--- src/rtl/z3_slave_sequencer_if.sv ---
// Zorro III slave-cycle bundle: buffered bus qualifiers and per-target decode in,
// cycle ownership and DTACK/BERR requests out.
interface z3_slave_sequencer_if #(
    parameter int NUM_TGT = 4
);
    logic               fcs_n;
    logic               read;
    logic [3:0]         ds_n;
    logic               validspace;
    logic [NUM_TGT-1:0] tgt_match;
    logic [NUM_TGT-1:0] tgt_ack;
    logic [NUM_TGT-1:0] tgt_sel;
    logic               dtack;
    logic               berr_req;
    logic               multi_hit;
    logic               abort;
    logic [7:0]         err_count;
    logic [2:0]         state;

    modport slave (
        input  fcs_n, read, ds_n, validspace, tgt_match, tgt_ack,
        output tgt_sel, dtack, berr_req, multi_hit, abort, err_count, state
    );

    modport master (
        output fcs_n, read, ds_n, validspace, tgt_match, tgt_ack,
        input  tgt_sel, dtack, berr_req, multi_hit, abort, err_count, state
    );
endinterface

--- src/rtl/z3_slave_sequencer.sv ---
// Zorro III slave-cycle sequencer: picks one decoded target per FCS cycle, inserts
// programmable wait states, and converts a missing ack into a bus-error request.
module z3_slave_sequencer #(
    parameter int NUM_TGT  = 4,
    parameter int MIN_WAIT = 0,
    parameter int TIMEOUT  = 64
) (
    input  logic                   clk,
    input  logic                   rst,
    z3_slave_sequencer_if.slave    bus
);
    localparam int TO_W      = (TIMEOUT > 0) ? (($clog2(TIMEOUT + 1) < 1) ? 1 : $clog2(TIMEOUT + 1)) : 1;
    localparam int TO_LAST_I = (TIMEOUT > 0) ? TIMEOUT - 1 : 0;
    localparam logic [TO_W-1:0] TO_LAST = TO_LAST_I[TO_W-1:0];
    localparam logic [7:0]      WAIT_INIT = MIN_WAIT[7:0];

    typedef enum logic [2:0] {
        S_IDLE  = 3'd0,
        S_START = 3'd1,
        S_DATA  = 3'd2,
        S_END   = 3'd3,
        S_ERR   = 3'd4
    } state_t;

    state_t             state_q, state_d;
    logic [NUM_TGT-1:0] tgt_sel_q, tgt_sel_d;
    logic               dtack_q, dtack_d;
    logic               berr_q, berr_d;
    logic               multi_hit_q, multi_hit_d;
    logic               abort_q, abort_d;
    logic [7:0]         err_cnt_q, err_cnt_d;
    logic [7:0]         wait_q, wait_d;
    logic [TO_W-1:0]    to_q, to_d;

    logic [NUM_TGT-1:0] first_hit;
    logic               multi;
    logic               seen;

    // Lowest index wins; a second set bit anywhere flags an overlapping decode.
    always_comb begin
        first_hit = '0;
        multi     = 1'b0;
        seen      = 1'b0;
        for (int i = 0; i < NUM_TGT; i++) begin
            if (bus.tgt_match[i]) begin
                if (!seen) first_hit[i] = 1'b1;
                if (seen)  multi = 1'b1;
                seen = 1'b1;
            end
        end
    end

    always_comb begin
        state_d     = state_q;
        tgt_sel_d   = tgt_sel_q;
        dtack_d     = dtack_q;
        berr_d      = berr_q;
        multi_hit_d = 1'b0;
        abort_d     = 1'b0;
        err_cnt_d   = err_cnt_q;
        wait_d      = wait_q;
        to_d        = to_q;
        case (state_q)
            S_IDLE: begin
                dtack_d   = 1'b0;
                berr_d    = 1'b0;
                tgt_sel_d = '0;
                if (!bus.fcs_n && bus.validspace && |bus.tgt_match) begin
                    tgt_sel_d   = first_hit;
                    multi_hit_d = multi;
                    state_d     = S_START;
                end
            end
            S_START: begin
                if (bus.fcs_n) begin
                    state_d   = S_IDLE;
                    tgt_sel_d = '0;
                    abort_d   = 1'b1;
                end else if (bus.read || bus.ds_n != 4'hF) begin
                    state_d = S_DATA;
                    wait_d  = WAIT_INIT;
                    to_d    = '0;
                end
            end
            S_DATA: begin
                // FCS negation outranks everything, including an ack on the same clock.
                if (bus.fcs_n) begin
                    state_d   = S_IDLE;
                    tgt_sel_d = '0;
                    abort_d   = 1'b1;
                end else if (wait_q != 8'd0) begin
                    wait_d = wait_q - 8'd1;
                end else if (|(bus.tgt_ack & tgt_sel_q)) begin
                    state_d = S_END;
                    dtack_d = 1'b1;
                end else if (TIMEOUT != 0 && to_q == TO_LAST) begin
                    state_d = S_ERR;
                    berr_d  = 1'b1;
                    if (err_cnt_q != 8'hFF) err_cnt_d = err_cnt_q + 8'd1;
                end else if (to_q != {TO_W{1'b1}}) begin
                    to_d = to_q + 1'b1;
                end
            end
            S_END: begin
                dtack_d = 1'b1;
                berr_d  = 1'b0;
                if (bus.fcs_n) begin
                    state_d   = S_IDLE;
                    dtack_d   = 1'b0;
                    tgt_sel_d = '0;
                end
            end
            S_ERR: begin
                berr_d  = 1'b1;
                dtack_d = 1'b0;
                if (bus.fcs_n) begin
                    state_d   = S_IDLE;
                    berr_d    = 1'b0;
                    tgt_sel_d = '0;
                end
            end
            default: begin
                state_d   = S_IDLE;
                tgt_sel_d = '0;
                dtack_d   = 1'b0;
                berr_d    = 1'b0;
            end
        endcase
    end

    always_ff @(posedge clk or posedge rst) begin
        if (rst) begin
            state_q     <= S_IDLE;
            tgt_sel_q   <= '0;
            dtack_q     <= 1'b0;
            berr_q      <= 1'b0;
            multi_hit_q <= 1'b0;
            abort_q     <= 1'b0;
            err_cnt_q   <= 8'd0;
            wait_q      <= 8'd0;
            to_q        <= '0;
        end else begin
            state_q     <= state_d;
            tgt_sel_q   <= tgt_sel_d;
            dtack_q     <= dtack_d;
            berr_q      <= berr_d;
            multi_hit_q <= multi_hit_d;
            abort_q     <= abort_d;
            err_cnt_q   <= err_cnt_d;
            wait_q      <= wait_d;
            to_q        <= to_d;
        end
    end

    assign bus.tgt_sel   = tgt_sel_q;
    assign bus.dtack     = dtack_q;
    assign bus.berr_req  = berr_q;
    assign bus.multi_hit = multi_hit_q;
    assign bus.abort     = abort_q;
    assign bus.err_count = err_cnt_q;
    assign bus.state     = state_q;
endmodule

--- src/flat_wrapper.sv ---
// flat-port wrapper written by rule: the top's interface ports become plain ports
module z3_slave_sequencer_flat 
#(
    parameter int NUM_TGT  = 4,
    parameter int MIN_WAIT = 0,
    parameter int TIMEOUT  = 64
)
  (clk, rst, bus_fcs_n, bus_read, bus_ds_n, bus_validspace, bus_tgt_match, bus_tgt_ack, bus_tgt_sel, bus_dtack, bus_berr_req, bus_multi_hit, bus_abort, bus_err_count, bus_state);
  z3_slave_sequencer_if #(.NUM_TGT(NUM_TGT)) bus_i ();
  input  logic clk;
  input  logic rst;
  input wire logic [$bits(bus_i.fcs_n)-1:0] bus_fcs_n;
  input wire logic [$bits(bus_i.read)-1:0] bus_read;
  input wire logic [$bits(bus_i.ds_n)-1:0] bus_ds_n;
  input wire logic [$bits(bus_i.validspace)-1:0] bus_validspace;
  input wire logic [$bits(bus_i.tgt_match)-1:0] bus_tgt_match;
  input wire logic [$bits(bus_i.tgt_ack)-1:0] bus_tgt_ack;
  output wire logic [$bits(bus_i.tgt_sel)-1:0] bus_tgt_sel;
  output wire logic [$bits(bus_i.dtack)-1:0] bus_dtack;
  output wire logic [$bits(bus_i.berr_req)-1:0] bus_berr_req;
  output wire logic [$bits(bus_i.multi_hit)-1:0] bus_multi_hit;
  output wire logic [$bits(bus_i.abort)-1:0] bus_abort;
  output wire logic [$bits(bus_i.err_count)-1:0] bus_err_count;
  output wire logic [$bits(bus_i.state)-1:0] bus_state;
  assign bus_i.fcs_n = bus_fcs_n;
  assign bus_i.read = bus_read;
  assign bus_i.ds_n = bus_ds_n;
  assign bus_i.validspace = bus_validspace;
  assign bus_i.tgt_match = bus_tgt_match;
  assign bus_i.tgt_ack = bus_tgt_ack;
  assign bus_tgt_sel = bus_i.tgt_sel;
  assign bus_dtack = bus_i.dtack;
  assign bus_berr_req = bus_i.berr_req;
  assign bus_multi_hit = bus_i.multi_hit;
  assign bus_abort = bus_i.abort;
  assign bus_err_count = bus_i.err_count;
  assign bus_state = bus_i.state;
  z3_slave_sequencer #(.NUM_TGT(NUM_TGT), .MIN_WAIT(MIN_WAIT), .TIMEOUT(TIMEOUT)) u_core (.clk(clk), .rst(rst), .bus(bus_i));
endmodule
--- config.mk ---
export PLATFORM = sky130hd
export DESIGN_NAME = z3_slave_sequencer_flat
export DESIGN_NICKNAME = d
export VERILOG_FILES = /design/src/rtl/z3_slave_sequencer_if.sv /design/src/rtl/z3_slave_sequencer.sv /design/src/flat_wrapper.sv
export SDC_FILE = /design/constraint.sdc
export NUM_CORES = 1
export LEC_CHECK = 0
export BUFFER_PORTS_ARGS = -buffer_cell sky130_fd_sc_hd__buf_2
export CAP_MARGIN = 20
export CORE_MARGIN = 1.5
export CORE_UTILIZATION = 57
export CTS_BUF_LIST = sky130_fd_sc_hd__clkbuf_2 sky130_fd_sc_hd__clkbuf_4 sky130_fd_sc_hd__clkbuf_8
export DETAILED_ROUTE_END_ITERATION = 10
export PLACE_DENSITY_LB_ADDON = 0.3
export SLEW_MARGIN = 10
export SYNTH_ARGS = -nofsm -noshare
export SYNTH_HDL_FRONTEND = slang
export SYNTH_SLANG_ARGS = --single-unit
--- constraint.sdc ---
create_clock -name clk -period 2.6 [get_ports clk]
set_input_delay 0.26 -clock clk [delete_from_list [all_inputs] [get_ports clk]]
set_output_delay 0.26 -clock clk [all_outputs]
set_load 0.05 [all_outputs]
==> metrics.cfg, run 1 <==
[status]
status = finished, final reports clean

[drt]
first_pass_iters = 4
vias_per_cell = 5.68
wl_per_cell_um = 13.4
drt_iter0_markers = 58
drc_errors = 0
drt_wl_total_mm = 3.81
vias = 1612
ant_nets = 0

[cts]
holdBufCountCts = 0
clock-sinks = 34
numCtsBuffers = 5
post_cts_buffers = 0
cts.reportedPaths.clkPinSlew_ns = 0.09
cts.path.max_buffers = 2
cts_root_buf = clkbuf_4
cts.repair.resized = 0
htreeDepth = 2
cts_tree = done
insertion_delay_ns = 0.33

[sta]
rsz0062_at_grt = false
tns_ns = 0
tightest_slew_ns = 0.464
fin_crit_ns = 2.33
setup_violations = 0
fin_worst_skew_ns = 0.00249
clock.fmax_mhz = 428
hold_viol = 0
maxSlewHeadroom = 0.689
fin_hold_ws_ns = 0.00109
period_share = 0.898
drv_slew = 0

[yosys]
synthAdderAreaFrac = 0.0320
ys_warn_count = 0
synth_top_area_frac = 0.453
syn-cell-area_sq_um = 1880
muxShareOfSynthArea = 0.0113
synth.net_count = 221
async_flop_share = 1.00
synth.avg_cell_area_sq_um = 9.38
yosysSeqAreaShare = 0.453
synth_compound_area_frac = 0.125
synth_xor_area_frac = 0.0700
synth_top_cell_by_area = dfrtp_1
synth_top_family_by_area = simple AND/OR/NAND/NOR gates
syn_inst = 200
synthDistinctLibCells = 45
yosys.area_share.simple = 0.270
synth_top_flop_cell = dfrtp_1
synthTopCellsByArea = dfrtp_1 45%, xor2_1 5.6%, nor2_1 5.0%
synth_edf_count = 0
ys_seq_elements = 34

[power]
p_leak_uw = 0.000999
ir_drop_mv = 0.420
power.density_nw_per_um2 = 595

[die]
die_area_sq_um = 3650
num_io_pins = 36
core.rowCount = 20
die_y_um = 60.4
die_x_um = 60.4
core_sq_um = 3100
start_util = 0.605

[critical_path]
critPathMaxStageDelay_ns = 0.71
critPathKind = flip-flop to flip-flop
critPathBufInv = 0
r2r_start = u_core.to_q[0]
path_max_fanout = 8
critical_path.startpoint_type = flip-flop
r2r_slack_ns = 0.27
r2r_end = u_core.bus.err_count[7]
slowest_stage = or4_1
cp_data_arrival_time_ns = 2.60
path_delay_family = simple AND/OR/NAND/NOR gates
crit_path_end_kind = flip-flop
reg2reg_depth = 6
worstPathRequired_ns = 2.86
cp_cell_sequence = ha_1 -> nand3_2 -> or3_1 -> or4_1 -> nor4_4 -> xor2_1

[finish]
areaGrowthSynthToFinish_pct = 15.3
nFillCells = 267
fin_nets = 261
n_antenna_cell = 0
drive_gt1_frac = 0.221

[flow_run]
maxCapViolations = 0

[place]
port_buffers = 35
place_congestion = 0.836
place.detailed.hpwl_mm = 2.86

[global_routing]
grt_pass1_wl_mm = 6.38
first_global_vias = 1463
grt_max_degree = 35
antenna_found_initial = 0
grt_remaining_overflow = 0
gr-usage-all-layers = 0.239

[min_path]
hp-class = input port to async pin

==> kinds of logic after synthesis <==
logic type | Yosys count
XOR/XNOR | 15
adder cells (fa/ha/maj) | 5
AND/OR/NAND/NOR | 90
flip-flops | 34
AO/OA/AOI/OAI | 36
multiplexers | 2
buffers and inverters | 18
==> area by class of cell <==
type / instances / area, sq um / share of cell area
Clock buffer: 7 / 52.6 / 0.0243
Inverter: 12 / 45.0 / 0.0208
Multi-Input combinational cell: 148 / 955 / 0.441
Sequential cell: 34 / 851 / 0.393
Tap cell: 44 / 55.1 / 0.0254
Timing Repair Buffer: 39 / 205 / 0.0949
==> per-stage QoR <==
step / area (sq um) / utilization / std cells / worst slack (ns) / power (uW)
2_1_floorplan: 1880 / - / 200 / 0.429 / 921
3_3_place_gp: 2110 / 0.680 / 277 / 0.346 / 996
3_5_place_dp: 2110 / 0.680 / 277 / 0.273 / 1010
4_1_cts: 2160 / 0.697 / 284 / 0.249 / 1290
5_1_grt: 2160 / 0.697 / 284 / 0.131 / 1370
6_report: 2160 / 0.697 / 284 / 0.266 / 1290
==> cells in the final DEF, fill, tap and decap left out, types with 3 or more instances in the layout <==
master	count
ha_1	4
clkbuf_4	7
nand3b_1	3
nand4b_1	3
nand4_1	5
a21oi_1	8
dfrtp_1	34
xor2_1	12
o21ai_0	11
xnor2_1	3
nor2b_1	3
or4_1	4
a32o_1	3
buf_4	4
nand3_1	7
o211ai_1	3
nand2_1	19
inv_1	12
buf_2	35
nor3_1	7
nor2_1	25
==> worst register-to-register path, cell delays in order, from the launching register on <==
cell and delay, ns:
dfrtp_1 0.39, ha_1 0.22, nand3_2 0.12, or3_1 0.39
or4_1 0.71, nor4_4 0.28, xor2_1 0.16
==> cells in the mapped netlist, types with 4 or more instances <==
| cell | number |
|---|---|
| a21oi_1 | 8 |
| clkbuf_1 | 4 |
| dfrtp_1 | 34 |
| ha_1 | 4 |
| inv_1 | 12 |
| nand2_1 | 19 |
| nand3_1 | 7 |
| nand4_1 | 5 |
| nor2_1 | 25 |
| nor3_1 | 7 |
| o21ai_0 | 11 |
| or4_1 | 4 |
| xor2_1 | 12 |
==> where the power goes <==
| part | switching, uW | internal [uW] |
|---|---|---|
| clock network | 165 | 123 |
| logic | 201 | 130 |
| registers | 85.3 | 584 |
==> layer usage <==
metal  vias up  track usage  share of wire
met5         -            0              0
met3         6       0.0661          0.046
met2        50        0.391           0.49
li1        792            -              -
met4         0       0.0889          0.013
met1       764        0.303           0.46
==> how the worst max path moves through the flow <==
| stage | startpoint | depth (start not counted) | to |
|---|---|---|---|
| floorplan | u_core.bus.state[1] | 6 | u_core.bus.err_count[7] |
| global placement | u_core.to_q[0] | 6 | u_core.bus.err_count[7] |
| detailed placement | u_core.to_q[0] | 6 | u_core.bus.err_count[7] |
| CTS | u_core.to_q[0] | 6 | u_core.bus.err_count[7] |
| global route | u_core.to_q[0] | 6 | u_core.bus.err_count[5] |
| finish | u_core.to_q[0] | 6 | u_core.bus.err_count[7] |
==> flip-flops by register name, indices dropped and copies added (netlist names) <==
register,flops
u_core.bus.state,3
u_core.bus.multi_hit,1
u_core.bus.dtack,1
u_core.bus.err_count,8
u_core.bus.berr_req,1
u_core.wait_q,8
u_core.to_q,7
u_core.bus.tgt_sel,4
u_core.bus.abort,1
No activity file was read; power rests on OpenSTA's default activity.
==> run 2: changes to the inputs <==
--- a/config.mk
+++ b/config.mk
@@ -11,6 +11,7 @@
 export CORE_UTILIZATION = 57
 export CTS_BUF_LIST = sky130_fd_sc_hd__clkbuf_2 sky130_fd_sc_hd__clkbuf_4 sky130_fd_sc_hd__clkbuf_8
 export DETAILED_ROUTE_END_ITERATION = 10
+export GPL_TIMING_DRIVEN = 0
 export PLACE_DENSITY_LB_ADDON = 0.3
 export SLEW_MARGIN = 10
 export SYNTH_ARGS = -nofsm -noshare
==> run 2 against run 1 <==
Effect of this change:
- sequential share of layout area up 0.091 points
- die area unchanged
- clock skew up 0.0044 ns
- cell area fell by 0.23%
- total power is 0.87% lower
- global-route usage is 0.98 points lower
- critical path depth rose by 1
==> metrics.cfg, run 2 (synthesis gave the netlist of run 1 again) <==
[status]
status = finished, final reports clean

[finish]
areaGrowthSynthToFinish_pct = 15.0
final_cell_mix = 35 x buf_2, 34 x dfrtp_1, 25 x nor2_1, 19 x nand2_1, 12 x xor2_1
drive_gt1_frac = 0.207  ; -0.0134
final_common_cell = buf_2
stdcell_area_sq_um = 2160  ; -0.23%
n_antenna_cell = 0  ; unchanged
fin_nets = 263  ; +0.77%

[critical_path]
reg2reg_depth = 7  ; +1
r2r_start = u_core.to_q[0]
r2r_end = u_core.bus.err_count[5]
slowest_stage = or4_1
critical_path.startpoint_type = flip-flop
path_delay_family = simple AND/OR/NAND/NOR gates
r2r_slack_ns = 0.29  ; +0.03 ns
path_max_fanout = 8  ; unchanged
cp_cell_sequence = ha_1 -> nand3_2 -> or3_1 -> or4_1 -> buf_4 -> nor3_1 -> xor2_1
worstPathRequired_ns = 2.85  ; about the same
critPathKind = flip-flop to flip-flop
cp_data_arrival_time_ns = 2.56  ; -0.04 ns
critPathBufInv = 1  ; +1
critPathMaxStageDelay_ns = 0.53  ; -0.18 ns
crit_path_end_kind = flip-flop

[global_routing]
grt_remaining_overflow = 0  ; unchanged
antenna_found_initial = 0  ; unchanged
first_global_vias = 1413  ; -3.4%
gr-usage-all-layers = 0.229  ; -0.00978
grt_pass1_wl_mm = 6.17  ; -3.4%
grt_max_degree = 35  ; unchanged

[power]
power.density_nw_per_um2 = 591  ; -0.64%
ir_drop_mv = 0.403  ; -4.1%
p_leak_uw = 0.000985  ; -1.4%
finalPower_uw = 1280  ; -0.87%

[cts]
htreeDepth = 2  ; unchanged
insertion_delay_ns = 0.32  ; about the same
cts.repair.resized = 0  ; unchanged
numCtsBuffers = 5  ; unchanged
holdBufCountCts = 0  ; unchanged
post_cts_buffers = 0  ; unchanged
cts.path.max_buffers = 2  ; unchanged
cts.reportedPaths.clkPinSlew_ns = 0.10  ; about the same
cts_root_buf = clkbuf_4
cts_tree = done
clock-sinks = 34  ; unchanged

[drt]
vias = 1601  ; -0.68%
wl_per_cell_um = 13.2  ; -1.8%
vias_per_cell = 5.62  ; -1.0%
drt_wl_total_mm = 3.75  ; -1.5%
drt_iter0_markers = 105  ; +81%
first_pass_iters = 4  ; unchanged
drc_errors = 0  ; unchanged
ant_nets = 0  ; unchanged

[sta]
period_share = 0.888  ; -0.0101
tightest_slew_ns = 0.684  ; +0.219 ns
tns_ns = 0  ; unchanged
hold_viol = 0  ; unchanged
fin_crit_ns = 2.31  ; -0.0264 ns
fin_hold_ws_ns = 0.0303  ; +0.0292 ns
setup_violations = 0  ; unchanged
fin_worst_skew_ns = 0.00684  ; +0.00435 ns
drv_slew = 0  ; unchanged
rsz0062_at_grt = false
clock.fmax_mhz = 433  ; +1.1%
maxSlewHeadroom = 0.543  ; -0.146
setup_ws_ns = 0.292  ; +0.0264 ns

[place]
place_congestion = 0.813  ; -2.8%
pre_cts_slack_ns = 0.323  ; +0.0490 ns
place.detailed.hpwl_mm = 2.80  ; -2.2%
port_buffers = 35  ; unchanged
dpl_cell_area_sq_um = 2110  ; -0.18%

[die]
die_y_um = 60.4  ; unchanged
num_io_pins = 36  ; unchanged
core.rowCount = 20  ; unchanged
die_x_um = 60.4  ; unchanged
core_sq_um = 3100  ; unchanged
start_util = 0.605  ; unchanged
die_area_sq_um = 3650  ; unchanged

[min_path]
hp-class = input port to async pin

[flow_run]
maxCapViolations = 0  ; unchanged

## run 2: cell type report
type	instances	area, sq um
inverter	12	45.0
tap	44	55.1
timing repair buffer	35	175
clock buffer	6	51.3
multi-input combinational	148	955
sequential	34	851
buffer	6	26.3
fill	270	945
## run 2: routing by layer
metal / GRT usage / routed length, um / up-vias
met1: 0.306 / 1800 / 765
met3: 0.0618 / 191 / 2
met5: 0 / 0 / -
met4: 0.0571 / 21 / 0
li1: - / - / 794
met2: 0.373 / 1740 / 40
## run 2: worst max path at each step
stage	start	end	slack, ns	cells past startpoint
after floorplan	u_core.bus.state[1]	u_core.bus.err_count[7]	0.43	6
after global placement	u_core.to_q[0]	u_core.bus.err_count[5]	0.34	7
after detailed placement	u_core.to_q[0]	u_core.bus.err_count[5]	0.32	7
after CTS	u_core.wait_q[0]	u_core.bus.err_count[5]	0.29	8
after global routing	u_core.to_q[0]	u_core.bus.err_count[4]	0.18	7
final	u_core.to_q[0]	u_core.bus.err_count[5]	0.29	7
## run 2: per-stage QoR
stage               std cells   util
global route              285  0.696
global placement          279  0.679
detailed placement        279  0.679
floorplan                 200      -
finish                    285  0.696
CTS                       285  0.696
## run 2: where the power goes
group | total (uW) | switching [uW] | internal (uW)
logic | 334 | 205 | 129
registers | 659 | 75.4 | 584
clock network | 283 | 162 | 122
## run 2: worst register-to-register path, delay by kind of cell (launching register included)
kind,cells,cell delay [ns]
xor gates and xnor gates,1,0.16
adders and majority gates,1,0.22
and+or+nand+nor,4,1.26
DFF,1,0.40
buffers and inverters,1,0.19
==> run 3: changes to the inputs <==
--- a/config.mk
+++ b/config.mk
@@ -13,6 +13,7 @@
 export DETAILED_ROUTE_END_ITERATION = 10
 export GPL_TIMING_DRIVEN = 0
 export PLACE_DENSITY_LB_ADDON = 0.3
+export SETUP_SLACK_MARGIN = 0.3
 export SLEW_MARGIN = 10
 export SYNTH_ARGS = -nofsm -noshare
 export SYNTH_HDL_FRONTEND = slang
==> run 3 against run 2 <==
Effect of this change:
- worst hold slack lost 0.0020 ns
- non-clock buffer count grew 2
- via count grew 2.1%
- clock power is essentially flat
- first-iteration DRC count grew 4.8%
- die area is the same
- final cell count grew 0.70%
- wire length grew 3.1%
- critical path depth shrank 1
- flip-flop and latch count is the same
- critical path type unchanged
==> metrics.cfg, run 3 (synthesis gave the netlist of run 1 again) <==
[sta]
fin_hold_ws_ns = 0.0283  ; -0.00202 ns
fin_worst_skew_ns = 0.00518  ; -0.00166 ns
maxSlewHeadroom = 0.543  ; about the same
period_share = 0.867  ; -0.0201
rsz0062_at_grt = true
setup_violations = 0  ; unchanged
tns_ns = 0  ; unchanged
clock.fmax_mhz = 443  ; +2.3%
tightest_slew_ns = 0.685  ; +0.000735 ns
drv_slew = 0  ; unchanged
hold_viol = 0  ; unchanged
fin_crit_ns = 2.26  ; -0.0522 ns

[min_path]
hp-class = input port to async pin

[critical_path]
critPathBufInv = 1  ; unchanged
cp_cell_sequence = nor3b_2 -> o31ai_1 -> or4_1 -> buf_4 -> nor4_4 -> xor2_1
critPathMaxStageDelay_ns = 0.51  ; -0.02 ns
cp.depth = 6  ; -1
cp_data_arrival_time_ns = 2.51  ; -0.05 ns
worstPathRequired_ns = 2.86  ; about the same
path_delay_family = simple AND/OR/NAND/NOR gates
crit_path_end_kind = flip-flop
r2r_end = u_core.bus.err_count[7]
critPathKind = flip-flop to flip-flop
path_max_fanout = 8  ; unchanged
reg2reg_depth = 6  ; -1
r2r_slack_ns = 0.34  ; +0.05 ns
critical_path.startpoint_type = flip-flop
slowest_stage = nor3b_2
r2r_start = u_core.bus.state[2]

[drt]
vias = 1634  ; +2.1%
drt_wl_total_mm = 3.87  ; +3.1%
first_pass_iters = 4  ; unchanged
wl_per_cell_um = 13.5  ; +2.4%
drc_errors = 0  ; unchanged
vias_per_cell = 5.69  ; +1.3%
ant_nets = 0  ; unchanged
drt_iter0_markers = 110  ; +4.8%

[cts]
numCtsBuffers = 5  ; unchanged
cts.reportedPaths.clkPinSlew_ns = 0.10  ; about the same
cts.path.max_buffers = 2  ; unchanged
htreeDepth = 2  ; unchanged
clock-sinks = 34  ; unchanged
cts_tree = done
insertion_delay_ns = 0.32  ; about the same
holdBufCountCts = 0  ; unchanged
cts_root_buf = clkbuf_4

[die]
die_x_um = 60.4  ; unchanged
die_y_um = 60.4  ; unchanged
core_sq_um = 3100  ; unchanged
num_io_pins = 36  ; unchanged
die_area_sq_um = 3650  ; unchanged
start_util = 0.605  ; unchanged
core.rowCount = 20  ; unchanged

[global_routing]
gr-usage-all-layers = 0.231  ; +0.00180
grt_remaining_overflow = 0  ; unchanged
grt_pass1_wl_mm = 6.22  ; +0.89%
first_global_vias = 1430  ; +1.2%
antenna_found_initial = 0  ; unchanged
grt_max_degree = 35  ; unchanged

[status]
status = finished, final reports clean

[flow_run]
maxCapViolations = 0  ; unchanged

[finish]
final_cells = 287  ; +0.70%
drive_gt1_frac = 0.243  ; +0.0353
final_common_cell = buf_2
final_cell_mix = 35 x buf_2, 34 x dfrtp_1, 24 x nor2_1, 19 x nand2_1, 12 x xor2_1
n_antenna_cell = 0  ; unchanged
fin_nets = 265  ; +0.76%
nFillCells = 266  ; -1.5%
fin_util = 0.709  ; +0.0133
areaGrowthSynthToFinish_pct = 17.2

[power]
power.density_nw_per_um2 = 586  ; -0.87%
ir_drop_mv = 0.401  ; -0.56%
finalPower_uw = 1290  ; +1.0%
p_leak_uw = 0.00100  ; +1.5%

[place]
dp_cells = 279  ; unchanged
place_congestion = 0.813  ; unchanged
place.detailed.hpwl_mm = 2.80  ; unchanged
port_buffers = 35  ; unchanged

run 3: cell count changes in the layout (fill, tap and decap cells not counted), sizes merged:
| cell | previous run | this run |
|---|---|---|
| buf | 37 | 39 |
run 3: stage by stage:
| step | cell area, sq um | setup slack, ns |
|---|---|---|
| 2_1_floorplan | 1880 | 0.429 |
| 3_3_place_gp | 2110 | 0.341 |
| 3_5_place_dp | 2110 | 0.323 |
| 4_1_cts | 2170 | 0.304 |
| 5_1_grt | 2200 | 0.274 |
| 6_report | 2200 | 0.345 |
run 3: how the worst max path moves through the flow:
stage / from / to / slack, ns
after floorplan: u_core.bus.state[1] / u_core.bus.err_count[7] / 0.43
after global placement: u_core.to_q[0] / u_core.bus.err_count[5] / 0.34
after detailed placement: u_core.to_q[0] / u_core.bus.err_count[5] / 0.32
after CTS: u_core.to_q[0] / u_core.bus.err_count[7] / 0.30
after global routing: u_core.to_q[1] / u_core.bus.err_count[7] / 0.27
final: u_core.bus.state[2] / u_core.bus.err_count[7] / 0.34
run 3: cell type report:
cell class | instances | area (sq um) | area share
buffer | 6 | 27.5 | 0.0125
clock buffer | 6 | 51.3 | 0.0233
inverter | 12 | 45.0 | 0.0205
multi-input combinational | 148 | 980 | 0.445
sequential | 34 | 851 | 0.387
tap | 44 | 55.1 | 0.0250
timing repair buffer | 37 | 190 | 0.0865
run 3: worst register-to-register path: cells and delay by family (launching register included):
family	cells	cell delay (ns)
AO/OA/AOI/OAI	1	0.18
XOR/XNOR	1	0.15
buffers and inverters	1	0.19
AND/OR/NAND/NOR	3	1.23
flip-flops	1	0.43
run 3: power by group:
| part | leakage [uW] | switching, uW | total (uW) | internal, uW |
|---|---|---|---|---|
| Sequential | 0.000450 | 78.0 | 662 | 584 |
| Clock | 0.0000302 | 162 | 284 | 122 |
| Combinational | 0.000520 | 209 | 344 | 135 |
run 3: per-layer routing:
| layer | vias to the layer above | GRT usage | wire length (um) |
|---|---|---|---|
| met5 | - | 0 | 0 |
| li1 | 800 | - | - |
| met1 | 788 | 0.308 | 1830 |
| met2 | 44 | 0.374 | 1830 |
| met4 | 0 | 0.0635 | 21 |
| met3 | 2 | 0.0618 | 197 |
run 3: timing repair:
action / CTS / global route
resized for setup: 2 / 6
endpoints found under the hold margin: 0 / 0
endpoints found under the setup margin: 1 / 10
buffers inserted: 0 / 2
